$ cat config.mk
export PLATFORM = sky130hd
export DESIGN_NAME = disp_arb
export DESIGN_NICKNAME = d
export VERILOG_FILES = /design/src/rtl/disp_arb.sv
export SDC_FILE = /design/constraint.sdc
export NUM_CORES = 1
export LEC_CHECK = 0
export CAP_MARGIN = 15
export CELL_PAD_IN_SITES_DETAIL_PLACEMENT = 1
export CELL_PAD_IN_SITES_GLOBAL_PLACEMENT = 1
export CORE_AREA = 8 8 113 89
export DETAILED_ROUTE_END_ITERATION = 10
export DIE_AREA = 0 0 121 97
export MAX_ROUTING_LAYER = met4
export PLACE_DENSITY = 0.88
export SLEW_MARGIN = 20
export SYNTH_ARGS = -nofsm -noshare
export SYNTH_HDL_FRONTEND = slang
export SYNTH_SLANG_ARGS = --single-unit
$ cat constraint.sdc
create_clock -name clk -period 6.8 [get_ports clk]
set_input_delay 0.68 -clock clk [delete_from_list [all_inputs] [get_ports clk]]
set_output_delay 0.68 -clock clk [all_outputs]
set_load 0.01 [all_outputs]
$ cat src/rtl/disp_arb.sv
// disp_arb: fixed-priority three-channel arbiter for a scan4 display with a minimum hold time per grant.
// Optional feature macro DISP_ARB_BLINK_EN: the error payload blinks on the display tick while it owns the digits.
module disp_arb #(
    parameter int unsigned TICK_DIV   = 50000000,
    parameter int unsigned HOLD_TICKS = 4,
    parameter logic [3:0]  BLANK      = 4'hb
) (
    input  logic        clk,
    input  logic        rst,
    input  logic        en,
    input  logic [2:0]  req,
    input  logic [15:0] p2,
    input  logic [15:0] p1,
    input  logic [15:0] p0,
    output logic [2:0]  gnt,
    output logic [3:0]  d3,
    output logic [3:0]  d2,
    output logic [3:0]  d1,
    output logic [3:0]  d0,
    output logic        busy
);

    localparam int unsigned      CNT_W     = (TICK_DIV > 1) ? $clog2(TICK_DIV) : 1;
    localparam logic [CNT_W-1:0] TICK_LAST = CNT_W'(TICK_DIV - 1);
    localparam logic [3:0]       HOLD_MAX  = 4'(HOLD_TICKS);
    localparam logic [15:0]      ALL_BLANK = {4{BLANK}};

    typedef enum logic [1:0] {
        IDLE = 2'd0,
        HOLD = 2'd1,
        OPEN = 2'd2
    } state_t;

    state_t           state_q, state_d;
    logic [2:0]       gnt_q, gnt_d;
    logic [3:0]       hold_q, hold_d;
    logic [15:0]      dig_q, dig_d;
    logic [CNT_W-1:0] tcnt_q, tcnt_d;
    logic             tick;
    logic             owner_req;
    logic             grant_chg;
    logic [15:0]      dig_show;

    function automatic logic [2:0] top_req(input logic [2:0] r);
        logic [2:0] g;
        g = 3'b000;
        if (r[2])      g = 3'b100;
        else if (r[1]) g = 3'b010;
        else if (r[0]) g = 3'b001;
        return g;
    endfunction

    // Requests strictly above the current owner in priority.
    function automatic logic [2:0] above(input logic [2:0] g);
        return {g[1] | g[0], g[0], 1'b0};
    endfunction

    function automatic logic [15:0] pick(input logic [2:0]  g,
                                         input logic [15:0] a2,
                                         input logic [15:0] a1,
                                         input logic [15:0] a0);
        logic [15:0] v;
        v = a0;
        if (g[2])      v = a2;
        else if (g[1]) v = a1;
        return v;
    endfunction

    assign tick      = en && (tcnt_q == TICK_LAST);
    assign tcnt_d    = tick ? '0 : tcnt_q + CNT_W'(1);
    assign owner_req = |(req & gnt_q);

    always_comb begin
        state_d = state_q;
        gnt_d   = gnt_q;
        hold_d  = hold_q;
        dig_d   = dig_q;

        case (state_q)
            IDLE: begin
                if (|req) begin
                    state_d = HOLD;
                    gnt_d   = top_req(req);
                    hold_d  = 4'd0;
                end
            end
            HOLD: begin
                if (tick && (hold_q < HOLD_MAX)) begin
                    hold_d = hold_q + 4'd1;
                    if (hold_q + 4'd1 == HOLD_MAX) state_d = OPEN;
                end
            end
            OPEN: begin
                // Preemption wins even when the owner is still requesting.
                if (|(req & above(gnt_q))) begin
                    state_d = HOLD;
                    gnt_d   = top_req(req);
                    hold_d  = 4'd0;
                end else if (!owner_req) begin
                    gnt_d  = top_req(req);
                    hold_d = 4'd0;
                    state_d = (|req) ? HOLD : IDLE;
                end
            end
            default: begin
                state_d = IDLE;
                gnt_d   = 3'b000;
                hold_d  = 4'd0;
            end
        endcase

        grant_chg = (gnt_d != gnt_q);

        // A new owner shows its payload at once; an owner that dropped its request freezes the digits.
        if (gnt_d == 3'b000)  dig_d = ALL_BLANK;
        else if (grant_chg)   dig_d = pick(gnt_d, p2, p1, p0);
        else if (owner_req)   dig_d = pick(gnt_q, p2, p1, p0);
    end

    always_ff @(posedge clk or negedge rst) begin
        if (!rst) begin
            state_q <= IDLE;
            gnt_q   <= 3'b000;
            hold_q  <= 4'd0;
            dig_q   <= ALL_BLANK;
            tcnt_q  <= '0;
        end else if (!en) begin
            state_q <= IDLE;
            gnt_q   <= 3'b000;
            hold_q  <= 4'd0;
            dig_q   <= ALL_BLANK;
            tcnt_q  <= '0;
        end else begin
            state_q <= state_d;
            gnt_q   <= gnt_d;
            hold_q  <= hold_d;
            dig_q   <= dig_d;
            tcnt_q  <= tcnt_d;
        end
    end

`ifdef DISP_ARB_BLINK_EN
    logic phase_q, phase_d;

    always_comb begin
        phase_d = phase_q;
        if (grant_chg)             phase_d = 1'b0;
        else if (gnt_q[2] && tick) phase_d = ~phase_q;
    end

    always_ff @(posedge clk or negedge rst) begin
        if (!rst)      phase_q <= 1'b0;
        else if (!en)  phase_q <= 1'b0;
        else           phase_q <= phase_d;
    end

    assign dig_show = (gnt_q[2] && phase_q) ? ALL_BLANK : dig_q;
`else
    assign dig_show = dig_q;
`endif

    assign gnt  = gnt_q;
    assign busy = (state_q != IDLE);
    assign d3   = dig_show[15:12];
    assign d2   = dig_show[11:8];
    assign d1   = dig_show[7:4];
    assign d0   = dig_show[3:0];

endmodule
# Yosys cells after proc, flatten, opt, wreduce, memory -nomap -nowiden
# Index checks and enable logic that the tools add are counted.
# word_totals
elab_cells	63
out_inout_bits	20
register_bits	51
input_bits	54
# classes
muxes	32
order_cmp	1
n_addsub	2
bitwise	3
reduce_logical	10
n_eq_ne	10
# op_table
op	n
two-way mux 16 bit	8
two-way mux 26 bit	2
adder 26 x 1 -> 26 bit (second input constant)	1
== test 26 bit (second input constant)	1
two-way mux 4 bit	5
two-way mux 3 bit	5
two-way mux 2 bit	7
case mux 4 bit (3 select lines)	1
inequality test 3 bit (second input constant)	3
case mux 3 bit (3 select lines)	1
OR reduction 3 bit	3
bitwise AND 3 bit	2
case mux 2 bit (3 select lines)	1
adder 4 x 1 -> 4 bit (second input constant)	1
== test 4 x 3 -> 1 bit (second input constant)	1
less-than comparator 4 x 3 -> 1 bit (second input constant)	1
inequality test 4 x 1 -> 1 bit (second input constant)	1
inequality test 4 bit (second input constant)	1
AND reduction 4 bit	1
logical NOT 3 bit	1
inequality test 3 bit	1
AND reduction 3 bit	1
== test 2 x 1 -> 1 bit (second input constant)	1
== test 2 bit (second input constant)	1
other kinds (5)	7

# Longest topological paths before layout
# Gate-level depths: netlist (run 1).
# logic_depth
word_depth	11
depth_mapped	9
depth_no_buf	7

# Worst setup path before layout (run 1)
# Ideal clock, no wire load.
# synth_timing
path_kind	input to register
from	input port req[1]
to	register dig_q[10]
required_ns	6.679
stages	7
arrival_time_ns	2.326
setup_ns	0.121
n_path_buf	1
slack_ns	4.353
path_cell_list	clkbuf_1 or4b_2 a21oi_1 a311oi_1 o211ai_1 nor3_2 a22o_1
# synth_between
elab_chain_cells	10
elab_cells_between_ends	19
cone_classes	2 x eq/ne; 11 x mux; 2 x bitwise; 4 x reduce/logical
# synth_lines
element	line	source
start: declaration	11	input logic [2:0] req,
bitwise AND 3 bit / two-way mux 2 bit (equally long branches)	71, 48	
OR reduction 3 bit / two-way mux 3 bit (equally long branches)	71, 47	
two-way mux 3 bit	99	end else if (!owner_req) begin
two-way mux 3 bit	95	if (|(req & above(gnt_q))) begin
case mux 3 bit (3 select lines)	79	case (state_q)
two-way mux 16 bit	65	else if (g[1]) v = a1;
two-way mux 16 bit	64	if (g[2]) v = a2;
two-way mux 16 bit	116	else if (grant_chg) dig_d = pick(gnt_d, p2, p1, p0);
two-way mux 16 bit	115	if (gnt_d == 3'b000) dig_d = ALL_BLANK;
two-way mux 16 bit	127	end else if (!en) begin
end signal: assignment	137	dig_q <= dig_d;
end: declaration	37	logic [15:0] dig_q, dig_d;
# Several ways; a longest one is shown, not always the timed one.
# A chain may end at the register's enable or synchronous reset.

# Worst setup path in the final report (run 1)
# layout_timing
from	input port req[2]
to	register dig_q[14]
# layout_between
elab_chain_cells	10
elab_cells_between_ends	18
cone_classes	2 x eq/ne; 10 x mux; 2 x bitwise; 4 x reduce/logical
# layout_lines
element	line	source
bitwise AND 3 bit	71	assign owner_req = |(req & gnt_q);
OR reduction 3 bit	71	
two-way mux 3 bit	99	
two-way mux 3 bit	95	
case mux 3 bit (3 select lines)	79	
two-way mux 16 bit	65	
two-way mux 16 bit	64	
two-way mux 16 bit	116	
two-way mux 16 bit	115	
two-way mux 16 bit	127	
# Several ways; a longest one is shown, not always the timed one.

==> metrics, run 1 <==
Max rail drop VDD 0.00009180 V; Buffers & Inverters on Critical Path 2; P_int 518.6 uW; htree depth 2; period utilisation layout 46.15%; cell taking the most area after synthesis dfrtp_1; die width 121 um; Via density 5.473; routability cong. 0.8493; Crit Path Max Fanout 19; post-synthesis sequential area ratio between 40% and 50%; Max Cap Viol 0; chip height 97 um; R2R depth 6; die footprint 11740 um2; largest net degree at the start of global routing 52; internal reg-to-reg setup slack 4.06 ns; Async SR Flop Fraction 100.0%; drt total wl approximately 9600 um; Final setup violation count 0; CTS sink cnt 51; number of synthesis warnings 0; Crit. End Element flip-flop; hold crit path type in2async; DP HPWL ~7200 um; CP Launch Type input pin; TritonCTS clock tree done; Clock Power Share 23.5%; ys flop type dfrtp_1; syn_nets 433; Clock Pin Slew Worst Setup and Hold Paths 0.10 ns; pwr/cell area around 190 nW/um2; Setup Buffers After CTS 0; Mean Syn Cell Area 8.505 um2; Switch Pwr approximately 250 uW; Crit path depth 7; commonest non-fill, non-tap cell in the layout clkdlybuf4s50_1; DRT Pass-1 Iters 4; Ant. Diodes 0; register area 1291 um2; Leak Pwr 0.001633 uW; grt total ovfl 0; synth top area cells dfrtp_1 (31%), dfstp_2 (9.9%), nor2_1 (7.9%); Synth Register Bits 51; cts repair resizes 0; number of synthesized flops with an enable pin 0; DRT iter0 DRCs 141; root buffer cell clkbuf_8; fillers about 950; Cells after Synth 376; Sw Ratio 32.68%; Clock Tree Buf Depth 2; RSZ-0062 raised after global routing no; clk_lat worst skew 0.31 ns; kind of critical path in2reg; Post-Syn Area 3198 um2; CP endpoint dig_q[14]$_DFFE_PN0P_; DR DRC count 0; Total Routing Usage GR 16.54%; max_slew headroom 44.07%; Core Footprint 8237 um2; Post-CTS Hold Buffers 0; Rows 29; Worst Hold Margin 0.4836 ns; Worst R2R End dig_q[10]$_DFFE_PN0P_; area grow syn2layout 27.90%; CP max stage cell clkdlybuf4s50_1; Critical Path AT 3.34 ns; Min Clock Period, post-route between 3 and 4 ns; first-pass GRT wire length 15700 um; via count a little under 3000; Final Slew Violations 0; synth unique cells 55; I/O Pins 74; DRT antenna net count 0; layout cells sized above 1 9.382%; port buffer count 73; worst r2r src state_q[0]$_DFFE_PN0P_; Starting Density between 30% and 40%; vias in the first global route 3175; Max stage delay on crit path about 0.75 ns; Synth top area share 30.52%; final-stage net count just under 500; CTS Buf Count 5; Max Fclk 318.7 MHz; DR WL/cell 17.57 um; Hold Vio Cnt, Final 0; setup tns final 0 ns; CP Launch Point req[2]; worst-path cell chain clkdlybuf4s50_1 > inv_1 > a211o_1 > a21bo_1 > o31ai_4 > a21oi_1 > a22o_1; status completed; area of the multi-input gates 1802 um2; initial antenna violation count 0; register share of total power 46.0%; most frequent cells in the layout clkdlybuf4s50_1 (72), nor2_1 (67), nand2_1 (52); Worst Path Required 7.01 ns; clock skew 0.007898 ns; Combinational Power Share just over 30%; Crit path max-delay family compound AO/OA/AOI/OAI gates; Worst-Margin Slew 0.8370 ns
==> power groups by stage <==
| stage | Sequential [uW] | Combinational, uW | Clock, uW |
|---|---|---|---|
| 2_1_floorplan | 356 | 125 | 0 |
| 3_3_place_gp | 358 | 225 | 0 |
| 3_5_place_dp | 359 | 233 | 0 |
| 4_1_cts | 353 | 234 | 185 |
| 5_1_grt | 357 | 257 | 196 |
| 6_report | 354 | 235 | 181 |
==> sequential cells by signal, indices dropped and copies added, names as in the netlist <==
| register | flops |
|---|---|
| dig_q | 16 |
| gnt | 3 |
| hold_q | 4 |
| state_q | 2 |
| tcnt_q | 26 |
==> per-stage QoR <==
stage | utilization (%) | total power, uW | worst slack, ns | area [um2] | instances
floorplan | - | 480.4 | 4.353 | 3198 | 376
CTS | 49.52 | 772.2 | 3.673 | 4079 | 544
detailed placement | 48.41 | 592.0 | 3.345 | 3988 | 536
finish | 49.66 | 770.4 | 3.662 | 4090 | 545
global placement | 48.41 | 582.8 | 3.501 | 3988 | 536
global route | 49.66 | 809.5 | 3.485 | 4090 | 545
==> logic make-up after synthesis <==
| kind of cell | Yosys count | synth area share [%] |
|---|---|---|
| AO/OA/AOI/OAI | 79 | 18.31 |
| XOR/XNOR | 24 | 6.573 |
| adder cells (fa/ha/maj) | 3 | 1.174 |
| buffers and inverters | 28 | 3.834 |
| flip-flops | 51 | 40.38 |
| multiplexers | 8 | 2.504 |
| AND/OR/NAND/NOR | 183 | 27.23 |
==> worst min path at each step <==
stage / endpoint / cells past startpoint / startpoint
3_3_place_gp: dig_q[14]$_DFFE_PN0P_ / 1 / dig_q[14]$_DFFE_PN0P_
6_report: tcnt_q[22]$_DFF_PN0_ / 2 / rst
5_1_grt: tcnt_q[21]$_DFF_PN0_ / 2 / rst
2_1_floorplan: dig_q[10]$_DFFE_PN0P_ / 0 / rst
4_1_cts: tcnt_q[8]$_DFF_PN0_ / 2 / rst
3_5_place_dp: dig_q[14]$_DFFE_PN0P_ / 1 / dig_q[14]$_DFFE_PN0P_
==> metal layers <==
metal | routed length (um) | GRT usage (%) | part of all wire [%] | vias to the layer above
met5 | 0 | - | 0 | -
met4 | 116 | 4.023 | 1.2 | 0
met3 | 325 | 2.846 | 3.4 | 11
met2 | 4578 | 26.63 | 48 | 49
met1 | 4554 | 21.07 | 48 | 1467
li1 | - | - | - | 1456
==> layout make-up <==
type	instances	share of cell area, %
Clock buffer	5	1.682
Clock inverter	3	0.5506
Inverter	5	0.4589
Multi-Input combinational cell	297	44.05
Sequential cell	51	31.57
Tap cell	108	3.304
Timing Repair Buffer	76	18.38
==> worst reg2reg max path: cells and delay by family (launching register included) <==
| family | cells | cell delay (ns) |
|---|---|---|
| AOI/OAI and AO/OA | 4 | 1.27 |
| and+or+nand+nor | 2 | 0.83 |
| DFF | 1 | 0.61 |
==> cell usage after synthesis (all sizes together) (8+ instances only) <==
| cell | instances |
|---|---|
| nand2 | 52 |
| o21ai | 8 |
| a31oi | 8 |
| nand3 | 20 |
| xnor2 | 11 |
| nor2 | 67 |
| buf | 13 |
| and3 | 9 |
| dfstp | 12 |
| xor2 | 13 |
| mux2i | 8 |
| a311o | 8 |
| nor3 | 8 |
| clkbuf | 10 |
| dfrtp | 39 |
| a21oi | 19 |
| o211ai | 11 |
Power figures use the tool's default switching activity.
==> run 2: changes to the inputs <==
--- a/config.mk
+++ b/config.mk
@@ -8,11 +8,11 @@
 export CAP_MARGIN = 15
 export CELL_PAD_IN_SITES_DETAIL_PLACEMENT = 1
 export CELL_PAD_IN_SITES_GLOBAL_PLACEMENT = 1
-export CORE_AREA = 8 8 113 89
+export CORE_AREA = 8 8 121 95
 export DETAILED_ROUTE_END_ITERATION = 10
-export DIE_AREA = 0 0 121 97
+export DIE_AREA = 0 0 129 103
 export MAX_ROUTING_LAYER = met4
-export PLACE_DENSITY = 0.88
+export PLACE_DENSITY = 0.81
 export SLEW_MARGIN = 20
 export SYNTH_ARGS = -nofsm -noshare
 export SYNTH_HDL_FRONTEND = slang
==> constraint.sdc (replaced) <==
create_clock -name clk -period 2.6 [get_ports clk]
set_input_delay 0.26 -clock clk [delete_from_list [all_inputs] [get_ports clk]]
set_output_delay 0.26 -clock clk [all_outputs]
set_load 0.01 [all_outputs]
==> metrics, run 2 (synthesized netlist as in run 1, its figures left out) <==
status completed (unchanged); Worst Hold Margin 0.07624 ns (was 0.4836 ns); Setup Buffers After CTS 0 (unchanged); CP Launch Type input pin (unchanged); via count 3060 (was 2983); Buffers & Inverters on Critical Path 1 (was 2); root buffer cell clkbuf_16 (was clkbuf_8); Worst-Margin Slew 0.6607 ns (was 0.8370 ns); RSZ-0062 raised after global routing no (unchanged); first-pass GRT wire length 17030 um (was 15700 um); max_slew headroom 55.95% (was 44.07%); Final Slew Violations 0 (unchanged); die width 129 um (was 121 um); biggest regs tcnt_q x26, dig_q x16, hold_q x4 (unchanged); Core Footprint 9503 um2 (was 8237 um2); Min Clock Period, post-route 2.393 ns; I/O Pins 74 (unchanged); Max Cap Viol 0 (unchanged); worst-path cell chain clkdlybuf4s50_1 > nand2_1 > o21ai_0 > o211a_1 > o211a_1 > a21oi_1 > a22o_1 (was clkdlybuf4s50_1 > inv_1 > a211o_1 > a21bo_1 > o31ai_4 > a21oi_1 > a22o_1); Crit path max-delay family compound AO/OA/AOI/OAI gates (unchanged); kind of critical path in2reg (unchanged); Top reg by flops tcnt_q (unchanged); Post-DP Area 4198 um2 (was 3988 um2); grt total ovfl 0 (unchanged); hold crit path type in2async (unchanged); die footprint 13290 um2 (was 11740 um2); port buffer count 73 (unchanged); Total Routing Usage GR 16.50% (was 16.54%); CTS sink cnt 51 (unchanged); TritonCTS clock tree done (unchanged); clk_lat worst skew 0.29 ns (was 0.31 ns); Crit. End Element flip-flop (unchanged); crit-path most repeated cell o211a_1; Via density 5.213 (was 5.473); layout cells sized above 1 12.75% (was 9.382%); Max Fclk 417.8 MHz; Rows 31 (was 29); Post-CTS Hold Buffers 0 (unchanged); routability cong. 0.8126 (was 0.8493); DRT iter0 DRCs 137 (was 141); DP HPWL 7589 um (was 7167 um); pwr/cell area 537.2 nW/um2 (was 188.3 nW/um2); Crit Path Max Fanout 10 (was 19); Final setup violation count 0 (unchanged); Max stage delay on crit path 0.60 ns (was 0.75 ns); clock skew 0.005811 ns (was 0.007898 ns); CTS Buf Count 5 (unchanged); Clock Pin Slew Worst Setup and Hold Paths 0.07 ns (was 0.10 ns); DRT antenna net count 0 (unchanged); fillers 1111 (was 951); drt total wl 10000 um (was 9574 um); cts repair resizes 0 (unchanged); Clock Tree Buf Depth 2 (unchanged); Worst Path Required 2.78 ns (was 7.01 ns); commonest non-fill, non-tap cell in the layout clkdlybuf4s50_1 (unchanged); htree depth 2 (unchanged); Max rail drop VDD 0.0002577 V (was 0.00009180 V); Starting Density 33.65% (was 38.83%); final-stage net count 511 (was 493); CP max stage cell clkdlybuf4s50_1 (unchanged); initial antenna violation count 0 (unchanged); DR DRC count 0 (unchanged); final instance area 4364 um2 (was 4090 um2); Leak Pwr 0.001764 uW (was 0.001633 uW); DR WL/cell 17.04 um (was 17.57 um); Ant. Diodes 0 (unchanged); Critical Path AT 2.57 ns (was 3.34 ns); vias in the first global route 3301 (was 3175); period utilisation layout 92.05%; largest net degree at the start of global routing 52 (unchanged); Hold Vio Cnt, Final 0 (unchanged); chip height 103 um (was 97 um); area grow syn2layout 36.46% (was 27.90%); most frequent cells in the layout clkdlybuf4s50_1 (72), nor2_1 (67), nand2_1 (52) (unchanged); max reg flops 26 (unchanged); DRT Pass-1 Iters 4 (unchanged)
## run 2: cell types whose count changed in the layout (fill, tap and decap cells not counted), moves of 3 or more
cell / delta
buf_4: +16
clkbuf_16: +5
clkbuf_8: -5
buf_12: +3
## run 2: final cells by class
| class | instances | area, um2 | share of cell area [%] |
|---|---|---|---|
| inverters | 5 | 18.77 | 0.4300 |
| multi-input cells | 297 | 1802 | 41.28 |
| well taps | 132 | 165.2 | 3.784 |
| clock inverters | 2 | 37.54 | 0.8601 |
| clock buffers | 6 | 128.9 | 2.953 |
| repair buffers | 94 | 920.9 | 21.10 |
| flip-flops and latches | 51 | 1291 | 29.59 |
## run 2: layer usage
metal / vias to the layer above / routed length [um] / track usage (%)
met2: 43 / 4856 / 27.73
met1: 1516 / 4757 / 20.32
li1: 1488 / - / -
met3: 13 / 224 / 2.326
met5: - / 0 / -
met4: 0 / 163 / 4.950
## run 2: worst register-to-register path: cells and delay by family, from the launching register on
kind               cells  cell delay, ns
and+or+nand+nor        1            0.25
AOI/OAI and AO/OA      5            1.43
DFF                    1            0.58
## run 2: through the flow
stage / power [uW] / instances / worst slack (ns) / setup TNS (ns) / util, %
floorplan: 1256 / 376 / 0.3780 / 0 / -
global placement: 1588 / 579 / 0.06641 / 0 / 44.17
detailed placement: 1613 / 579 / -0.07934 / -0.2876 / 44.17
CTS: 2378 / 587 / 0.2189 / 0 / 45.93
global route: 2469 / 587 / 0.02439 / 0 / 45.93
finish: 2344 / 587 / 0.2068 / 0 / 45.93
## run 2: worst paths after layout
kind / cells past startpoint / start / slack, ns / endpoint
setup / recovery: 7 / req[0] / 0.21 / dig_q[14]$_DFFE_PN0P_
hold / removal: 2 / rst / 0.08 / tcnt_q[24]$_DFF_PN0_
setup reg to reg: 6 / state_q[0]$_DFFE_PN0P_ / 0.24 / dig_q[14]$_DFFE_PN0P_
hold reg to reg: 1 / dig_q[14]$_DFFE_PN0P_ / 0.52 / dig_q[14]$_DFFE_PN0P_
max in group asynchronous: 2 / rst / 2.08 / dig_q[10]$_DFFE_PN0P_
min in group clk: 1 / dig_q[14]$_DFFE_PN0P_ / 0.52 / dig_q[14]$_DFFE_PN0P_
## run 2: power by group
part	switching [uW]	internal, uW
registers	47.4	866
logic	340	344
clock network	293	455
total	680	1660
==> run 3: changes to the inputs <==
--- a/config.mk
+++ b/config.mk
@@ -8,9 +8,9 @@
 export CAP_MARGIN = 15
 export CELL_PAD_IN_SITES_DETAIL_PLACEMENT = 1
 export CELL_PAD_IN_SITES_GLOBAL_PLACEMENT = 1
-export CORE_AREA = 8 8 121 95
+export CORE_AREA = 2 2 115 89
 export DETAILED_ROUTE_END_ITERATION = 10
-export DIE_AREA = 0 0 129 103
+export DIE_AREA = 0 0 117 91
 export MAX_ROUTING_LAYER = met4
 export PLACE_DENSITY = 0.81
 export SLEW_MARGIN = 20
==> metrics, run 3 (synthesized netlist as in run 1, its figures left out) <==
status completed (unchanged); DRT iter0 DRCs 158 (was 137); Final Slew Violations 0 (unchanged); Crit. End Element flip-flop (unchanged); commonest non-fill, non-tap cell in the layout clkdlybuf4s50_1 (unchanged); Final Non-Filler Cells 589 (was 587); register share of total power 40.5% (was 38.9%); DRT Pass-1 Iters 4 (unchanged); port buffer count 73 (unchanged); Leak Pwr 0.001766 uW (was 0.001764 uW); period utilisation layout 90.13% (was 92.05%); htree depth 2 (unchanged); CTS Buf Count 5 (unchanged); root buffer cell clkbuf_16 (unchanged); Rows 31 (unchanged); grt total ovfl 0 (unchanged); Total Routing Usage GR 19.08% (was 16.50%); biggest regs tcnt_q x26, dig_q x16, hold_q x4 (unchanged); layout cells sized above 1 12.91% (was 12.75%); vias in the first global route 3274 (was 3301); Setup Buffers After CTS 0 (unchanged); die footprint 10650 um2 (was 13290 um2); I/O Pins 74 (unchanged); Core Footprint 9503 um2 (unchanged); most frequent cells in the layout clkdlybuf4s50_1 (72), nor2_1 (67), nand2_1 (52) (unchanged); die width 117 um (was 129 um); Hold Vio Cnt, Final 0 (unchanged); Post-CTS Hold Buffers 1 (was 0); TritonCTS clock tree done (unchanged); Worst Path Required 2.83 ns (was 2.78 ns); RSZ-0062 raised after global routing no (unchanged); Post-DP Area 4193 um2 (was 4198 um2); max_slew headroom 65.08% (was 55.95%); CTS sink cnt 51 (unchanged); DRT antenna net count 0 (unchanged); CP Launch Type input pin (unchanged); Clock Tree Buf Depth 2 (unchanged); Crit Path Max Fanout 10 (unchanged); Starting Density 33.65% (unchanged); initial antenna violation count 0 (unchanged); Sw Ratio 29.60% (was 29.00%); Max Cap Viol 0 (unchanged); largest net degree at the start of global routing 35 (was 52); Worst Hold Margin 0.4322 ns (was 0.07624 ns); routability cong. 0.8484 (was 0.8126); Final setup violation count 0 (unchanged); cts repair resizes 0 (unchanged); Max Fclk 426.7 MHz (was 417.8 MHz); Clock Pin Slew Worst Setup and Hold Paths 0.07 ns (about the same); area grow syn2layout 36.03% (was 36.46%); Min Clock Period, post-route 2.343 ns (was 2.393 ns); DP HPWL 7292 um (was 7589 um); clock skew 0.007534 ns (was 0.005811 ns); first-pass GRT wire length 15650 um (was 17030 um); Combinational Power Share 30.1% (was 29.2%); clk_lat worst skew 0.29 ns (about the same); chip height 91 um (was 103 um); hold crit path type in2async (unchanged); max reg flops 26 (unchanged); via count 3087 (was 3060); Clock Power Share 29.4% (was 31.9%); Switch Pwr 668.1 uW (was 679.9 uW); P_int 1589 uW (was 1664 uW); DR DRC count 0 (unchanged); final-stage net count 513 (was 511); Worst-Margin Slew 0.5214 ns (was 0.6607 ns); pwr/cell area 518.8 nW/um2 (was 537.2 nW/um2); Via density 5.241 (was 5.213); Final Util 45.78% (was 45.93%); Top reg by flops tcnt_q (unchanged); kind of critical path in2reg (unchanged); drt total wl 9563 um (was 10000 um); DR WL/cell 16.24 um (was 17.04 um); placed cell count 580 (was 579); Ant. Diodes 0 (unchanged); Max rail drop VDD 0.0002939 V (was 0.0002577 V); final instance area 4350 um2 (was 4364 um2); Critical Path AT 2.57 ns (about the same)
## run 3: cell types whose count changed in the layout (fill, tap and decap cells not counted), sizes merged
cell	before	now
dlygate4sd3	0	1
clkinvlp	1	0
bufinv	1	0
buf	22	23
clkbuf	6	7
clkinv	0	1
## run 3: metal layers
layer / global-route usage [%] / part of all wire, % / up-vias
met2: 30.83 / 48 / 54
met4: 5.784 / 1.3 / 0
met5: - / 0 / -
li1: - / - / 1489
met3: 2.870 / 2.8 / 8
met1: 24.73 / 48 / 1536
## run 3: cell type report
type	count	area, um2
timing repair buffer	96	925.9
fill	1093	5152
clock buffer	7	142.6
multi-input combinational	297	1802
sequential	51	1291
tap	132	165.2
inverter	5	18.77
clock inverter	1	5.005
## run 3: power groups by stage
| stage | logic [uW] | registers [uW] | clock network [uW] |
|---|---|---|---|
| floorplan | 326 | 930 | 0 |
| global placement | 655 | 925 | 0 |
| detailed placement | 680 | 926 | 0 |
| CTS | 685 | 914 | 686 |
| global route | 740 | 920 | 715 |
| finish | 679 | 915 | 663 |
## run 3: path summary, 6_finish.rpt
| path | from | end | slack [ns] | depth (start not counted) |
|---|---|---|---|---|
| hold reg to reg | dig_q[6]$_DFFE_PN0P_ | dig_q[6]$_DFFE_PN0P_ | 0.51 | 1 |
| hold / removal | rst | tcnt_q[18]$_DFF_PN0_ | 0.43 | 2 |
| max in group asynchronous | rst | dig_q[11]$_DFFE_PN1P_ | 1.35 | 3 |
| setup / recovery | req[0] | dig_q[14]$_DFFE_PN0P_ | 0.26 | 7 |
| min in group clk | dig_q[6]$_DFFE_PN0P_ | dig_q[6]$_DFFE_PN0P_ | 0.51 | 1 |
| setup reg to reg | gnt[0]$_DFF_PN0_ | dig_q[14]$_DFFE_PN0P_ | 0.27 | 6 |
## run 3: stage by stage
step | TNS [ns] | setup slack [ns] | power [uW]
after detailed placement | -0.1226 | -0.03397 | 1606
after CTS | 0 | 0.2497 | 2284
after global routing | 0 | 0.1447 | 2375
final | 0 | 0.2567 | 2257
after floorplan | 0 | 0.3780 | 1256
after global placement | 0 | 0.08222 | 1580
## run 3: critical path, stage by stage
cell and delay, ns:
clkdlybuf4s50_1 0.60, or4b_2 0.61, a21oi_1 0.16, a311oi_1 0.08, o211a_1 0.31, a21oi_1 0.36, a22o_1 0.19
